<file path="src/rtl/axi2ahb_rdata_if.sv">
// axi2ahb_rdata_if
// Bundles the read-data path of the AXI-to-AHB bridge into one interface:
// the AXI R channel, the AHB read data-phase inputs and the sideband
// signals exchanged with the bridge control block.
//   AXI R   : RDATA, RID, RRESP, RLAST, RVALID (to master), RREADY (from master)
//   AHB     : HRDATA, HREADY, HRESP (read data phase)
//   control : cmd_id_i, cmd_error_i, ctrl_rdata_valid_i, ctrl_rdata_last_i,
//             ctrl_rdata_ready_o (credit back), overflow_o (drop pulse)
// The slave modport is the read-data block's view; the master modport is the
// view of whatever drives it (the surrounding bridge, or a testbench).
interface axi2ahb_rdata_if #(
  parameter int AXI_ID_WIDTH   = 1,
  parameter int AXI_DATA_WIDTH = 32
);
  logic [AXI_DATA_WIDTH-1:0] RDATA;
  logic [AXI_ID_WIDTH-1:0]   RID;
  logic [1:0]                RRESP;
  logic                      RLAST;
  logic                      RVALID;
  logic                      RREADY;

  logic [AXI_DATA_WIDTH-1:0] HRDATA;
  logic                      HREADY;
  logic                      HRESP;

  logic [AXI_ID_WIDTH-1:0]   cmd_id_i;
  logic                      cmd_error_i;
  logic                      ctrl_rdata_valid_i;
  logic                      ctrl_rdata_last_i;
  logic                      ctrl_rdata_ready_o;
  logic                      overflow_o;

  modport slave (
    output RDATA, RID, RRESP, RLAST, RVALID,
    input  RREADY,
    input  HRDATA, HREADY, HRESP,
    input  cmd_id_i, cmd_error_i, ctrl_rdata_valid_i, ctrl_rdata_last_i,
    output ctrl_rdata_ready_o, overflow_o
  );

  modport master (
    input  RDATA, RID, RRESP, RLAST, RVALID,
    output RREADY,
    output HRDATA, HREADY, HRESP,
    output cmd_id_i, cmd_error_i, ctrl_rdata_valid_i, ctrl_rdata_last_i,
    input  ctrl_rdata_ready_o, overflow_o
  );
endinterface

</file>
<file path="src/rtl/axi2ahb_rdata.sv">
// axi2ahb_rdata
// Read-data return path of the AXI-to-AHB bridge. Every completed AHB read
// data phase (or a beat of a burst the control block rejected) is captured
// into a circular beat buffer and replayed on the AXI R channel in capture
// order. Once a beat of a burst errors, the rest of that burst reports SLVERR.
// Ports:
//   ACLK    - single clock, rising edge
//   ARESETN - asynchronous active-low reset, empties the buffer
//   bus     - axi2ahb_rdata_if.slave: AXI R channel, AHB read data phase,
//             control-block sideband (credit and overflow pulse)
module axi2ahb_rdata #(
  parameter int AXI_ID_WIDTH   = 1,
  parameter int AXI_DATA_WIDTH = 32,
  parameter int FIFO_DEPTH     = 16
) (
  input  logic              ACLK,
  input  logic              ARESETN,
  axi2ahb_rdata_if.slave    bus
);

  localparam int PTR_W   = $clog2(FIFO_DEPTH);
  localparam int CNT_W   = PTR_W + 1;
  localparam int ENTRY_W = AXI_ID_WIDTH + 3 + AXI_DATA_WIDTH;

  localparam logic [CNT_W-1:0] FULL_LEVEL  = CNT_W'(FIFO_DEPTH);
  // Two slots stay in reserve: one for the beat already in its data phase
  // and one for the address phase the control block may have just issued.
  localparam logic [CNT_W-1:0] READY_LEVEL = CNT_W'(FIFO_DEPTH - 2);
  localparam logic [CNT_W-1:0] CNT_ONE     = CNT_W'(1);
  localparam logic [PTR_W-1:0] PTR_ONE     = PTR_W'(1);

  logic [ENTRY_W-1:0]        mem [FIFO_DEPTH];
  logic [PTR_W-1:0]          wr_ptr;
  logic [PTR_W-1:0]          rd_ptr;
  logic [CNT_W-1:0]          count;
  logic [CNT_W-1:0]          count_next;
  logic                      err_sticky;
  logic                      ready_q;
  logic                      overflow_q;

  logic                      capture;
  logic                      full;
  logic                      pop;
  logic                      push;
  logic                      drop;
  logic                      beat_err;
  logic [1:0]                beat_resp;
  logic [AXI_DATA_WIDTH-1:0] beat_data;
  logic [ENTRY_W-1:0]        beat_entry;
  logic [ENTRY_W-1:0]        head_entry;

  // Capture/pop decisions and the next occupancy. A beat arriving while the
  // buffer is full is still taken if the head leaves in the same cycle.
  always_comb begin
    capture    = bus.ctrl_rdata_valid_i && (bus.HREADY || bus.cmd_error_i);
    full       = (count == FULL_LEVEL);
    pop        = (count != '0) && bus.RREADY;
    push       = capture && (!full || pop);
    drop       = capture && full && !pop;
    beat_err   = bus.HRESP || bus.cmd_error_i;
    beat_resp  = (beat_err || err_sticky) ? 2'b10 : 2'b00;
    beat_data  = bus.cmd_error_i ? '0 : bus.HRDATA;
    beat_entry = {bus.cmd_id_i, beat_resp, bus.ctrl_rdata_last_i, beat_data};
    count_next = count;
    if (push && !pop) begin
      count_next = count + CNT_ONE;
    end else if (!push && pop) begin
      count_next = count - CNT_ONE;
    end
  end

  // Pointers, occupancy, the per-burst error flag and the registered
  // credit/overflow outputs. The error flag tracks the burst being captured,
  // so the final beat of a burst clears it for the next one.
  always_ff @(posedge ACLK or negedge ARESETN) begin
    if (!ARESETN) begin
      wr_ptr     <= '0;
      rd_ptr     <= '0;
      count      <= '0;
      err_sticky <= 1'b0;
      ready_q    <= 1'b1;
      overflow_q <= 1'b0;
    end else begin
      if (push) begin
        wr_ptr <= wr_ptr + PTR_ONE;
      end
      if (pop) begin
        rd_ptr <= rd_ptr + PTR_ONE;
      end
      count      <= count_next;
      ready_q    <= (count_next <= READY_LEVEL);
      overflow_q <= drop;
      if (capture) begin
        if (bus.ctrl_rdata_last_i) begin
          err_sticky <= 1'b0;
        end else if (beat_err) begin
          err_sticky <= 1'b1;
        end
      end
    end
  end

  // Beat storage needs no reset: the head is masked to zero whenever the
  // buffer is empty, which includes the whole reset period.
  always_ff @(posedge ACLK) begin
    if (push) begin
      mem[wr_ptr] <= beat_entry;
    end
  end

  assign head_entry = (count != '0) ? mem[rd_ptr] : '0;

  assign {bus.RID, bus.RRESP, bus.RLAST, bus.RDATA} = head_entry;
  assign bus.RVALID             = (count != '0);
  assign bus.ctrl_rdata_ready_o = ready_q;
  assign bus.overflow_o         = overflow_q;

endmodule

</file>
<file path="src/flat_wrapper.sv">
// flat-port wrapper written by rule: the top's interface ports become plain ports
module axi2ahb_rdata_flat 
#(
  parameter int AXI_ID_WIDTH   = 1,
  parameter int AXI_DATA_WIDTH = 32,
  parameter int FIFO_DEPTH     = 16
)
  (ACLK, ARESETN, bus_RDATA, bus_RID, bus_RRESP, bus_RLAST, bus_RVALID, bus_RREADY, bus_HRDATA, bus_HREADY, bus_HRESP, bus_cmd_id_i, bus_cmd_error_i, bus_ctrl_rdata_valid_i, bus_ctrl_rdata_last_i, bus_ctrl_rdata_ready_o, bus_overflow_o);
  axi2ahb_rdata_if #(.AXI_ID_WIDTH(AXI_ID_WIDTH), .AXI_DATA_WIDTH(AXI_DATA_WIDTH)) bus_i ();
  input  logic ACLK;
  input  logic ARESETN;
  output wire logic [$bits(bus_i.RDATA)-1:0] bus_RDATA;
  output wire logic [$bits(bus_i.RID)-1:0] bus_RID;
  output wire logic [$bits(bus_i.RRESP)-1:0] bus_RRESP;
  output wire logic [$bits(bus_i.RLAST)-1:0] bus_RLAST;
  output wire logic [$bits(bus_i.RVALID)-1:0] bus_RVALID;
  input wire logic [$bits(bus_i.RREADY)-1:0] bus_RREADY;
  input wire logic [$bits(bus_i.HRDATA)-1:0] bus_HRDATA;
  input wire logic [$bits(bus_i.HREADY)-1:0] bus_HREADY;
  input wire logic [$bits(bus_i.HRESP)-1:0] bus_HRESP;
  input wire logic [$bits(bus_i.cmd_id_i)-1:0] bus_cmd_id_i;
  input wire logic [$bits(bus_i.cmd_error_i)-1:0] bus_cmd_error_i;
  input wire logic [$bits(bus_i.ctrl_rdata_valid_i)-1:0] bus_ctrl_rdata_valid_i;
  input wire logic [$bits(bus_i.ctrl_rdata_last_i)-1:0] bus_ctrl_rdata_last_i;
  output wire logic [$bits(bus_i.ctrl_rdata_ready_o)-1:0] bus_ctrl_rdata_ready_o;
  output wire logic [$bits(bus_i.overflow_o)-1:0] bus_overflow_o;
  assign bus_RDATA = bus_i.RDATA;
  assign bus_RID = bus_i.RID;
  assign bus_RRESP = bus_i.RRESP;
  assign bus_RLAST = bus_i.RLAST;
  assign bus_RVALID = bus_i.RVALID;
  assign bus_i.RREADY = bus_RREADY;
  assign bus_i.HRDATA = bus_HRDATA;
  assign bus_i.HREADY = bus_HREADY;
  assign bus_i.HRESP = bus_HRESP;
  assign bus_i.cmd_id_i = bus_cmd_id_i;
  assign bus_i.cmd_error_i = bus_cmd_error_i;
  assign bus_i.ctrl_rdata_valid_i = bus_ctrl_rdata_valid_i;
  assign bus_i.ctrl_rdata_last_i = bus_ctrl_rdata_last_i;
  assign bus_ctrl_rdata_ready_o = bus_i.ctrl_rdata_ready_o;
  assign bus_overflow_o = bus_i.overflow_o;
  axi2ahb_rdata #(.AXI_ID_WIDTH(AXI_ID_WIDTH), .AXI_DATA_WIDTH(AXI_DATA_WIDTH), .FIFO_DEPTH(FIFO_DEPTH)) u_core (.ACLK(ACLK), .ARESETN(ARESETN), .bus(bus_i));
endmodule
</file>
<file path="config.mk">
export PLATFORM = sky130hd
export DESIGN_NAME = axi2ahb_rdata_flat
export DESIGN_NICKNAME = d
export VERILOG_FILES = /design/src/rtl/axi2ahb_rdata_if.sv /design/src/rtl/axi2ahb_rdata.sv /design/src/flat_wrapper.sv
export SDC_FILE = /design/constraint.sdc
export NUM_CORES = 1
export LEC_CHECK = 0
export ABC_AREA = 1
export BUFFER_PORTS_ARGS = -buffer_cell sky130_fd_sc_hd__buf_2
export CORE_MARGIN = 4
export CORE_UTILIZATION = 56
export DETAILED_ROUTE_END_ITERATION = 7
export GPL_TIMING_DRIVEN = 0
export PLACE_DENSITY = 0.81
export SYNTH_ARGS = -nofsm -noshare
export SYNTH_HDL_FRONTEND = slang
export SYNTH_SLANG_ARGS = --single-unit
</file>
<file path="constraint.sdc">
create_clock -name ACLK -period 3.55 [get_ports ACLK]
set_clock_uncertainty 0.1 [all_clocks]
set_input_delay 1.065 -clock ACLK [delete_from_list [all_inputs] [get_ports ACLK]]
set_output_delay 1.065 -clock ACLK [all_outputs]
set_load 0.005 [all_outputs]
</file>
# Word level (Yosys, flattened, before mapping)
# Memories as Yosys holds them, arrays and structs flattened.
# Index checks and enable logic that the tools add are counted.
# word_totals
ff_bits	16
latchBits	0
ram_bits	576
rom_bits	0
in_bits	41
output_inout_bits	39
elab_cells	39
memories	1
# classes
add_sub_neg	4
n_mul	0
div	0
order_cmp	1
n_eq_ne	1
shifts	0
n_mux	9
bitwise	0
reduce_logical	17
# memory_table
memory	words	width	read_ports	rd_clocked_by_memory_dff	write_ports	line_no	rtl
u_core.mem	16	36	1	0	1	axi2ahb_rdata.sv:32	logic [ENTRY_W-1:0] mem [FIFO_DEPTH];
# ops
cell	n
$mux W36	1
$mux W32	1
$mux W5	2
$add A4 B1 Y4 const B	2
$logic_and A1 B1 Y1	7
$add A5 B1 Y5 const B	1
$eq A5 B5 Y1 const B	1
$le A5 B4 Y1 const B	1
$reduce_bool A5 Y1	1
$sub A5 B1 Y5 const B	1
$logic_or A1 B1 Y1	4
$mux W1	4
$logic_not A1 Y1	3
$mux W2	1
$reduce_and A2 Y1	1
$reduce_bool A2 Y1	1

# Logic depth before layout (Yosys ltp)
# Gate-level depths: netlist of run 1.
# depth
depth_word	9
ltp_mapped	11

# Worst setup path before layout of run 1
# No wires, ideal clock.
# synth_path
kind	input to register
start	input port bus_cmd_error_i
end	memory u_core.mem[11][0] (netlist name) (enable)
setup_time_ns	0.427
arrival_ns	3.224
required_ns	3.023
path_slack_ns	-0.201
cell_stages	5
path_cell_list	buf_2 -> o21ai_4 -> a21oi_2 -> nand2_1 -> nor2_1
# synth_via
elab_chain_cells	5
# synth_rtl
element	line_no	rtl
start: declaration	flat_wrapper.sv:22	input wire logic [$bits(bus_i.cmd_error_i)-1:0] bus_cmd_error_i;
$logic_or A1 B1 Y1	axi2ahb_rdata.sv:55	capture = bus.ctrl_rdata_valid_i && (bus.HREADY || bus.cmd_error_i);
$logic_and A1 B1 Y1	axi2ahb_rdata.sv:55	
$logic_and A1 B1 Y1	axi2ahb_rdata.sv:58	push = capture && (!full || pop);
$mux W1	axi2ahb_rdata.sv:106	if (push) begin
$mux W1 (implied by the code)	axi2ahb_rdata.sv:107	mem[wr_ptr] <= beat_entry;
end: declaration	axi2ahb_rdata.sv:32	
# No other way between the ends.

# Worst setup path in the final report of run 1
# layout_path
start	register u_core.rd_ptr[0]
end	output port bus_RID
# layout_via
elab_chain_cells	2
# layout_rtl
element	line_no	rtl
start: declaration	axi2ahb_rdata.sv:34	logic [PTR_W-1:0] rd_ptr;
start signal: assignment	axi2ahb_rdata.sv:88	rd_ptr <= rd_ptr + PTR_ONE;
$mem_v2 Z16 W36	-	
$mux W36	axi2ahb_rdata.sv:111	assign head_entry = (count != '0) ? mem[rd_ptr] : '0;
end: declaration	flat_wrapper.sv:13	output wire logic [$bits(bus_i.RID)-1:0] bus_RID;
# No other way between the ends.

==> impl.org, run 1 <==
** GRT
- Summed over all layers, the global routing overflow is 0.
- Met1 routing resource usage after global routing :: 0.411
- Global Route Usage Sum :: 0.307
- Wire length of the first global-routing pass :: 102000 µm
- Vias in the first global route :: 16.2k
- Entering global routing, the biggest net connects 26 pins.
- The initial antenna violation count came to 0.
- For this run, global-route usage on met3 was measured as 0.0742.
- met2 is the most crowded layer.
- M2 GR Usage :: 0.483

** Detailed routing
- The detailed router finished its first iteration with 2945 violations.
- Vias after detailed routing :: 16.7k
- Total length of routed wires :: 71800 µm
- After detailed routing, the number of remaining DRC violations is 0.
- Via/cell ratio :: 6.83
- In the final routed layout, each cell accounts on average for 29.4 µm.
- Initial DRT Pass Iterations :: 6
- The detail route stage leaves a number of antenna-violating nets equal to 0.

** Synthesis
- Synth top area share :: 0.724
- Asr flop ratio synth :: 0.0278
- The largest total area in the synthesized netlist belongs to edfxtp_1.
- Number of warnings reported in the yosys synthesis log :: 0
- Top flip-flop cell by instance count after synthesis :: edfxtp_1
- Synthesis handed over a netlist of 1687 instances.
- Dividing the synthesized area by the synthesized cell count gives 13.8 µm².
- The number of nets handed over by synthesis was 1735.
- Post-synth EDFFs :: 560
- After synthesis the cells add up to 23200 µm².
- Sequential-to-total area share from yosys stat :: 0.741
- Largest cells by area after synthesis :: edfxtp_1 (72%), nor2_1 (5.4%), o221ai_1 (5.3%)
- Counting distinct cell types in the post-synthesis netlist gives 31.
- Flops & latches, synth :: 576

** Placed design
- At the end of routability-driven placement, the weighted congestion stood at 0.845.
- In this run the tool buffered the top-level ports with 77 buffer cells.
- Once detailed placement completed, the half-perimeter wirelength came to 41600 µm.
- Setup slack at placement :: -0.213 ns

** Die
- 80 I/O pins were placed.
- Die X-Extent :: 212 µm
- Vertical die dimension :: 212 µm
- Area enclosed by the die boundary :: 44800 µm²
- The floorplan has 74 rows.
- Std-Cell Core Area :: 40900 µm²
- The initial utilization of the core area, before any placement, comes to 0.568.

** Worst hold path
- The tightest min-delay check is of the input pin to asynchronous set/reset pin type.

** Critical path
- Cell breakdown of the critical path :: buf_6 > inv_4 > buf_8 > buf_6 > buf_12 > buf_12 > buf_12 > o21bai_1 > o221ai_2 > nand3_1 > a21oi_2 > buf_2
- In this run the worst path has a maximum fanout of 5.
- The largest single stage delay on the critical path is 0.40 ns.
- Delay-heaviest family, CP :: buffers and inverters
- CP arrival :: 2.61 ns
- CP max-delay cell :: dfrtp_1
- Required time of the critical path :: 2.38 ns
- Path type of the worst setup path :: register to output pin
- In this design, the critical path's most frequently occurring cell is buf_12.
- Kind of capture point of the worst setup path :: output pin
- The worst setup path is launched from a register.
- Crit path buf inv count :: 8

** Clocking
- Clock Path Buffers :: 3
- TritonCTS built the clock tree.
- TritonCTS created 55 clock buffers.
- Clock tree synthesis selected as its root buffer the cell clkbuf_16.
- The H-tree was split into 2 levels.
- Count of hold-fix buffers inserted at cts :: 0
- Clock Pin Slew Worst Setup and Hold Paths :: 0.07 ns
- Clock net sink count :: 576
- At the later pin of the worst-skew pair, clock insertion delay measures 0.59 ns.

** Status
- The run finished, with violations left.
- Violated checks :: negative setup slack

** Cells and area
- The filler cells instantiated in the layout total 2603.
- In the final layout, the share of cells above drive strength 1 is 0.218.
- Count of inserted antenna diode cells :: 0
- The multi-input combinational cells in the finished layout cover a total of 5700 µm².
- At the end of the flow, the number of nets in the layout was 1911.
- Synth-to-layout area growth :: 19.3%
- In the final layout, flip-flops and latches occupy 17200 µm².

** Power and ir drop
- Total power divided by cell area :: 876 nW/µm²
- Worst VDD drop :: 522 µV
- The design draws 24300 µW.
- For this design the static power due to leakage is 0.00952 µW.

** Timing
- Setup violations remaining at the end of the flow were counted as 35.
- Of the available clock period, the critical path in the final layout requires 1.06.
- After layout, the worst setup slack is -0.222 ns.
- The final max-slew violation count is 0.
- Actual transition at the worst max-transition pin :: 1.25 ns
- The hold violation count in the final report is 0.
- Crit path time final :: 3.77 ns
- Setup repair after global routing could not meet its margin everywhere.
- Highest attainable clock frequency :: 0.265 GHz
- Slew headroom :: 0.162
- For the final routed database, the setup TNS stands at -4.45 ns.

** Job
- Max Cap Violations :: 0
## cell type report
type / count / share of cell area
well taps: 532 / 0.0240
clock buffers: 66 / 0.0527
repair buffers: 123 / 0.0413
multi-input cells: 936 / 0.206
plain buffers: 119 / 0.0350
clock inverters: 37 / 0.0129
inverters: 52 / 0.00731
flip-flops and latches: 576 / 0.621
## Yosys cell counts (2+ instances only)
cell type    n
edfxtp_1   560
nor2_1     337
o21ai_0    141
o21bai_1   140
o221ai_1   140
nand3_1     80
clkbuf_1    68
inv_1       47
a21oi_1     37
buf_2       34
nand2_1     32
dfrtp_1     15
buf_6       12
buf_1        7
ha_1         7
xor2_1       7
nand4_1      5
inv_2        3
buf_4        2
clkinv_1     2
## metrics by stage
step	std cells	util	area [µm²]	hold slack (ns)
final	2441	0.677	27700	0.320
after global routing	2441	0.677	27700	0.327
after CTS	2429	0.668	27300	0.319
after detailed placement	2312	0.604	24700	0.433
after global placement	2296	0.594	24300	0.415
after floorplan	1687	-	23300	0.387
## sequential cells by signal, indices dropped and copies added, names as in the netlist
signal                         flops
u_core.bus.ctrl_rdata_ready_o      1
u_core.wr_ptr                      4
u_core.bus.overflow_o              1
u_core.err_sticky                  1
u_core.mem                       560
u_core.rd_ptr                      4
u_core.count                       5
## layout by cell type, fill, tap and decap left out, types with 4 or more instances in the layout
master	n
edfxtp_1	560
nor2_2	5
nor2_1	316
ha_1	7
buf_16	4
buf_2	82
o21ai_0	141
bufinv_16	7
o21bai_1	135
clkbuf_2	37
clkinv_2	14
clkbuf_4	21
clkbuf_16	60
a21oi_2	34
nor2_4	17
inv_1	47
nand4_1	5
o221ai_2	19
nand2_1	32
dfrtp_1	15
buf_6	14
buf_12	31
o221ai_1	121
clkinv_1	15
nand3_2	10
xor2_1	7
clkbuf_1	12
buf_4	36
nand3_1	71
## layer usage
layer | vias up | part of all wire
met5 | - | 0
met4 | 0 | 0.055
met3 | 315 | 0.15
met2 | 1669 | 0.47
met1 | 7957 | 0.33
li1 | 6729 | -
## cells by family (layout without fill, tap and decap cells)
logic type      after synthesis  after routing  synth area share
buf+inv                     175            397            0.0343
compound gates              461            461             0.138
fa+ha+maj                     7              7           0.00377
simple gates                459            459            0.0802
other cells                   1              1          0.000161
flops                       576            576             0.741
xor+xnor                      8              8           0.00302
## worst paths after layout
kind | from | slack (ns) | to | cells after the start
worst max-delay path | u_core.rd_ptr[0]$_DFFE_PN0N_ | -0.22 | bus_RID | 12
max in group asynchronous | ARESETN | 2.68 | u_core.bus.ctrl_rdata_ready_o$_DFF_PN1_ | 1
worst max register to register | u_core.count[0]$_DFF_PN0_ | 0.28 | u_core.mem[14][16]$_DFFE_PP_ | 8
worst min-delay path | ARESETN | 0.32 | u_core.rd_ptr[3]$_DFFE_PN0N_ | 1
min in group ACLK | u_core.count[4]$_DFF_PN0_ | 0.44 | u_core.count[4]$_DFF_PN0_ | 1
worst min register to register | u_core.count[4]$_DFF_PN0_ | 0.44 | u_core.count[4]$_DFF_PN0_ | 1
## power breakdown
part	leakage, µW	internal, µW	switching, µW
sequential	0.00531	8030	201
clock	0.000896	3440	2550
combinational	0.00331	3620	6450
total	0.00952	15100	9200
## timing repair
action / CTS / global route
setup endpoints to repair: 35 / 35
cloned: 3 / 3
resized for setup: 206 / 55
setup buffers: 14 / 11
pin swaps: 32 / 44
Power figures use the tool's default switching activity.
==> inputs of run 2 (changes only) <==
--- a/config.mk
+++ b/config.mk
@@ -6,12 +6,13 @@
 export NUM_CORES = 1
 export LEC_CHECK = 0
 export ABC_AREA = 1
-export BUFFER_PORTS_ARGS = -buffer_cell sky130_fd_sc_hd__buf_2
 export CORE_MARGIN = 4
-export CORE_UTILIZATION = 56
+export CORE_UTILIZATION = 57
 export DETAILED_ROUTE_END_ITERATION = 7
+export DONT_BUFFER_PORTS = 1
 export GPL_TIMING_DRIVEN = 0
-export PLACE_DENSITY = 0.81
+export PLACE_DENSITY = 0.8
+export SLEW_MARGIN = 10
 export SYNTH_ARGS = -nofsm -noshare
 export SYNTH_HDL_FRONTEND = slang
 export SYNTH_SLANG_ARGS = --single-unit
==> constraint.sdc (replaced) <==
create_clock -name ACLK -period 3.1 [get_ports ACLK]
set_clock_uncertainty 0.1 [all_clocks]
set_input_delay 0.93 -clock ACLK [delete_from_list [all_inputs] [get_ports ACLK]]
set_output_delay 0.93 -clock ACLK [all_outputs]
set_load 0.005 [all_outputs]
==> run 2 against run 1 <==
Effect of this change:
- the run still ends with negative setup slack left
- die area down 1.7%
- via count about the same
- cell count down 2.2%
- global-route usage up 0.93 points
- sequential share of layout area down 0.11 points
- worst hold slack worse by 0.26 ns
- critical path depth down 5
- wire length up 2.4%
- worst setup slack worse by 0.21 ns
- count of clock-buffer cells in the layout down 3
==> impl.org, run 2 (same netlist as run 1, synthesis figures left out) <==
** Status
- The run finished, with violations left.
- The final reports fail on negative setup slack.

** Critical path
- Across all register-to-register paths, the minimum setup slack is 0.06 ns.
- Critical path startpoint category :: register
- R2R depth :: 8
- In this run the worst setup path begins at u_core.rd_ptr[0]$_DFFE_PN0N_.
- Peak fanout along the critical path :: 10
- Reg-to-reg endpoint :: u_core.mem[0][20]$_DFFE_PP_
- STA puts the critical path data arrival time at 2.50 ns.
- R2r startpoint :: u_core.count[0]$_DFF_PN0_
- STA classifies the critical path endpoint as an output pin.
- Following the worst setup path forward leads to its endpoint at bus_RLAST.
- Path type of the worst setup path :: register to output pin
- STA puts the critical path data required time at 2.07 ns.

** Clocking
- The clock passes through at most 3 buffers.
- Number of H-tree levels :: 2
- Clock Pin Slew Worst Setup and Hold Paths :: 0.07 ns
- The later pin in the worst-skew pair is clocked with a latency of 0.61 ns.
- TritonCTS clock tree :: yes
- Clock tree synthesis selected as its root buffer the cell clkbuf_16.
- In this run, CTS created clock tree buffers numbering 55.
- The tree built by TritonCTS fans out to 576 sinks.

** Timing
- Static timing analysis puts the maximum clock frequency at 0.283 GHz.
- Slew headroom :: 0.156
- Crit path time final :: 3.53 ns
- Worst Setup Slack, final :: -0.430 ns
- The final max-slew violation count is 0.
- RSZ-0062 raised after global routing :: true
- Actual transition at the worst max-transition pin :: 1.26 ns
- The hold violation count in the final report was 0.
- In the finished design, the share of the clock period the worst path needs comes to 1.14.
- Setup violations remaining at the end of the flow were counted as 35.

** Detailed routing
- For this block, the routed nets add up to 73600 µm of wire.
- For this run, the detailed router's first-pass iteration total came to 6.
- Residual DRC :: 0
- Vias after detailed routing :: 16.7k
- Using the TritonRoute via totals, the vias-per-cell ratio works out to 6.98.
- Number of antenna-violating nets in the routed design :: 0
- Dividing the detail-routed wire length by the instance count gives 30.8 µm.
- For this block, the initial DRC count from the detailed router was 3318.

** Cells and area
- Number of flip-flops under the largest register name :: 560
- Util after Layout :: 0.694
- Register containing the most flip-flops in the final layout :: u_core.mem
- Leaving out fill and tap cells, the most frequent cell in the layout is edfxtp_1.
- Post-Layout Cell Count :: 2387
- Final Net Count :: 1863
- Compared with the post-synthesis result, the final layout area differs by 19.5%.
- In the final layout, the share of cells above drive strength 1 is 0.207.
- Fillcell total :: 2443
- Post-route standard cell area excluding fillers :: 27800 µm²
- The top cell types in the final layout, fill and taps aside, are edfxtp_1 (560), nor2_1 (308), o21ai_0 (139).
- The largest registers in the layout are u_core.mem (560), u_core.count (5).

** Power and ir drop
- Sequential group share of total power :: 0.345
- The internal portion of the total power is 16700 µW.
- Net switching share of the total power :: 0.389
- Clk pwr share :: 0.234
- Total power divided by cell area :: 986 nW/µm²
- Of the total power, combinational logic draws 0.420.
- Lkg Pwr :: 0.00935 µW
- Overall power consumption after layout is estimated at 27400 µW.
- For this design the total switching power over the nets is 10700 µW.
- Worst VDD drop :: 606 µV

** GRT
- The via count of the first global-routing pass was 16.3k.
- For this run the aggregate overflow at the end of global routing stands at 0.
- Wire length of the first global-routing pass :: 104000 µm
- Antenna violations before repair :: 0
- Entering global routing, the biggest net connects 23 pins.
- Global Route Usage Sum :: 0.316

** Die
- The floorplan has 73 rows.
- For this design the top-level I/O count stands at 80.
- Std-Cell Core Area :: 40000 µm²
- Initial core utilization :: 0.581
- Die X-Extent :: 210 µm
- Area enclosed by the die boundary :: 44100 µm²
- Vertical die dimension :: 210 µm

** Worst hold path
- The tightest min-delay check is of the input pin to asynchronous set/reset pin type.

** Job
- The tool flagged a number of max-cap violations equal to 0.

** Placed design
- Port bufs :: 0
- Area after DPL :: 24400 µm²
- Detailed placement finished with a half-perimeter wire length of 41700 µm.
- Counting tap cells, the placed design contains a total of 2229 instances.
- Routability-driven placement finished with a final weighted congestion of 0.854.
[run 2: stage by stage]
stage | hold WS (ns) | setup slack [ns] | setup TNS [ns]
floorplan | 0.387 | -0.516 | -180.24
global placement | 0.418 | -2.67 | -1150.44
detailed placement | 0.427 | -0.454 | -146.95
CTS | 0.0402 | -0.344 | -12.59
global route | 0.0364 | -0.443 | -14.13
finish | 0.0574 | -0.430 | -12.16
[run 2: how the worst min path moves through the flow]
stage | to | start | cells past startpoint
3_3_place_gp | u_core.err_sticky$_DFFE_PN0P_ | u_core.err_sticky$_DFFE_PN0P_ | 2
6_report | u_core.bus.ctrl_rdata_ready_o$_DFF_PN1_ | ARESETN | 0
5_1_grt | u_core.bus.ctrl_rdata_ready_o$_DFF_PN1_ | ARESETN | 0
4_1_cts | u_core.bus.ctrl_rdata_ready_o$_DFF_PN1_ | ARESETN | 0
2_1_floorplan | u_core.count[4]$_DFF_PN0_ | u_core.count[4]$_DFF_PN0_ | 1
3_5_place_dp | u_core.count[4]$_DFF_PN0_ | u_core.count[4]$_DFF_PN0_ | 1
[run 2: per-layer routing]
layer	up-vias	share of wire	GRT usage
met2	1694	0.46	0.499
met1	7956	0.33	0.417
met4	0	0.058	0.162
li1	6654	-	-
met3	355	0.15	0.0737
met5	-	0	0
[run 2: layout make-up]
type                       instances  area, µm²  share of cell area
clock inverter                    40        229             0.00825
clock buffer                      63       1450              0.0522
buffer                           119       1030              0.0373
antenna                            1       2.50           0.0000901
timing repair buffer              71       1070              0.0384
multi-input combinational        940       5910               0.213
sequential                       576      17200               0.620
tap                              525        657              0.0237
inverter                          52        203             0.00730
[run 2: critical path, cell delays in order, from the launching register on]
cell and delay [ns]:
dfrtp_1 0.42, buf_4 0.15, buf_4 0.20, buf_4 0.22, o21ai_0 0.17, o221ai_1 0.29, nand3_1 0.18, a21oi_2 0.25
[run 2: what timing repair did]
item,CTS,global route
pin swaps,43,76
hold buffers,1,0
gates resized for setup,232,119
setup endpoints to repair,118,276
cloned,8,3
hold endpoints to repair,15,0
setup buffers,19,30
[run 2: power by group through the flow]
stage          Sequential, µW  Combinational (µW)  Clock [µW]
3_5_place_dp             9560                8760           0
2_1_floorplan            9510                5320           0
5_1_grt                  9480               12000        6740
4_1_cts                  9420               10400        6330
6_report                 9450               11500        6420
3_3_place_gp             9570                8210           0
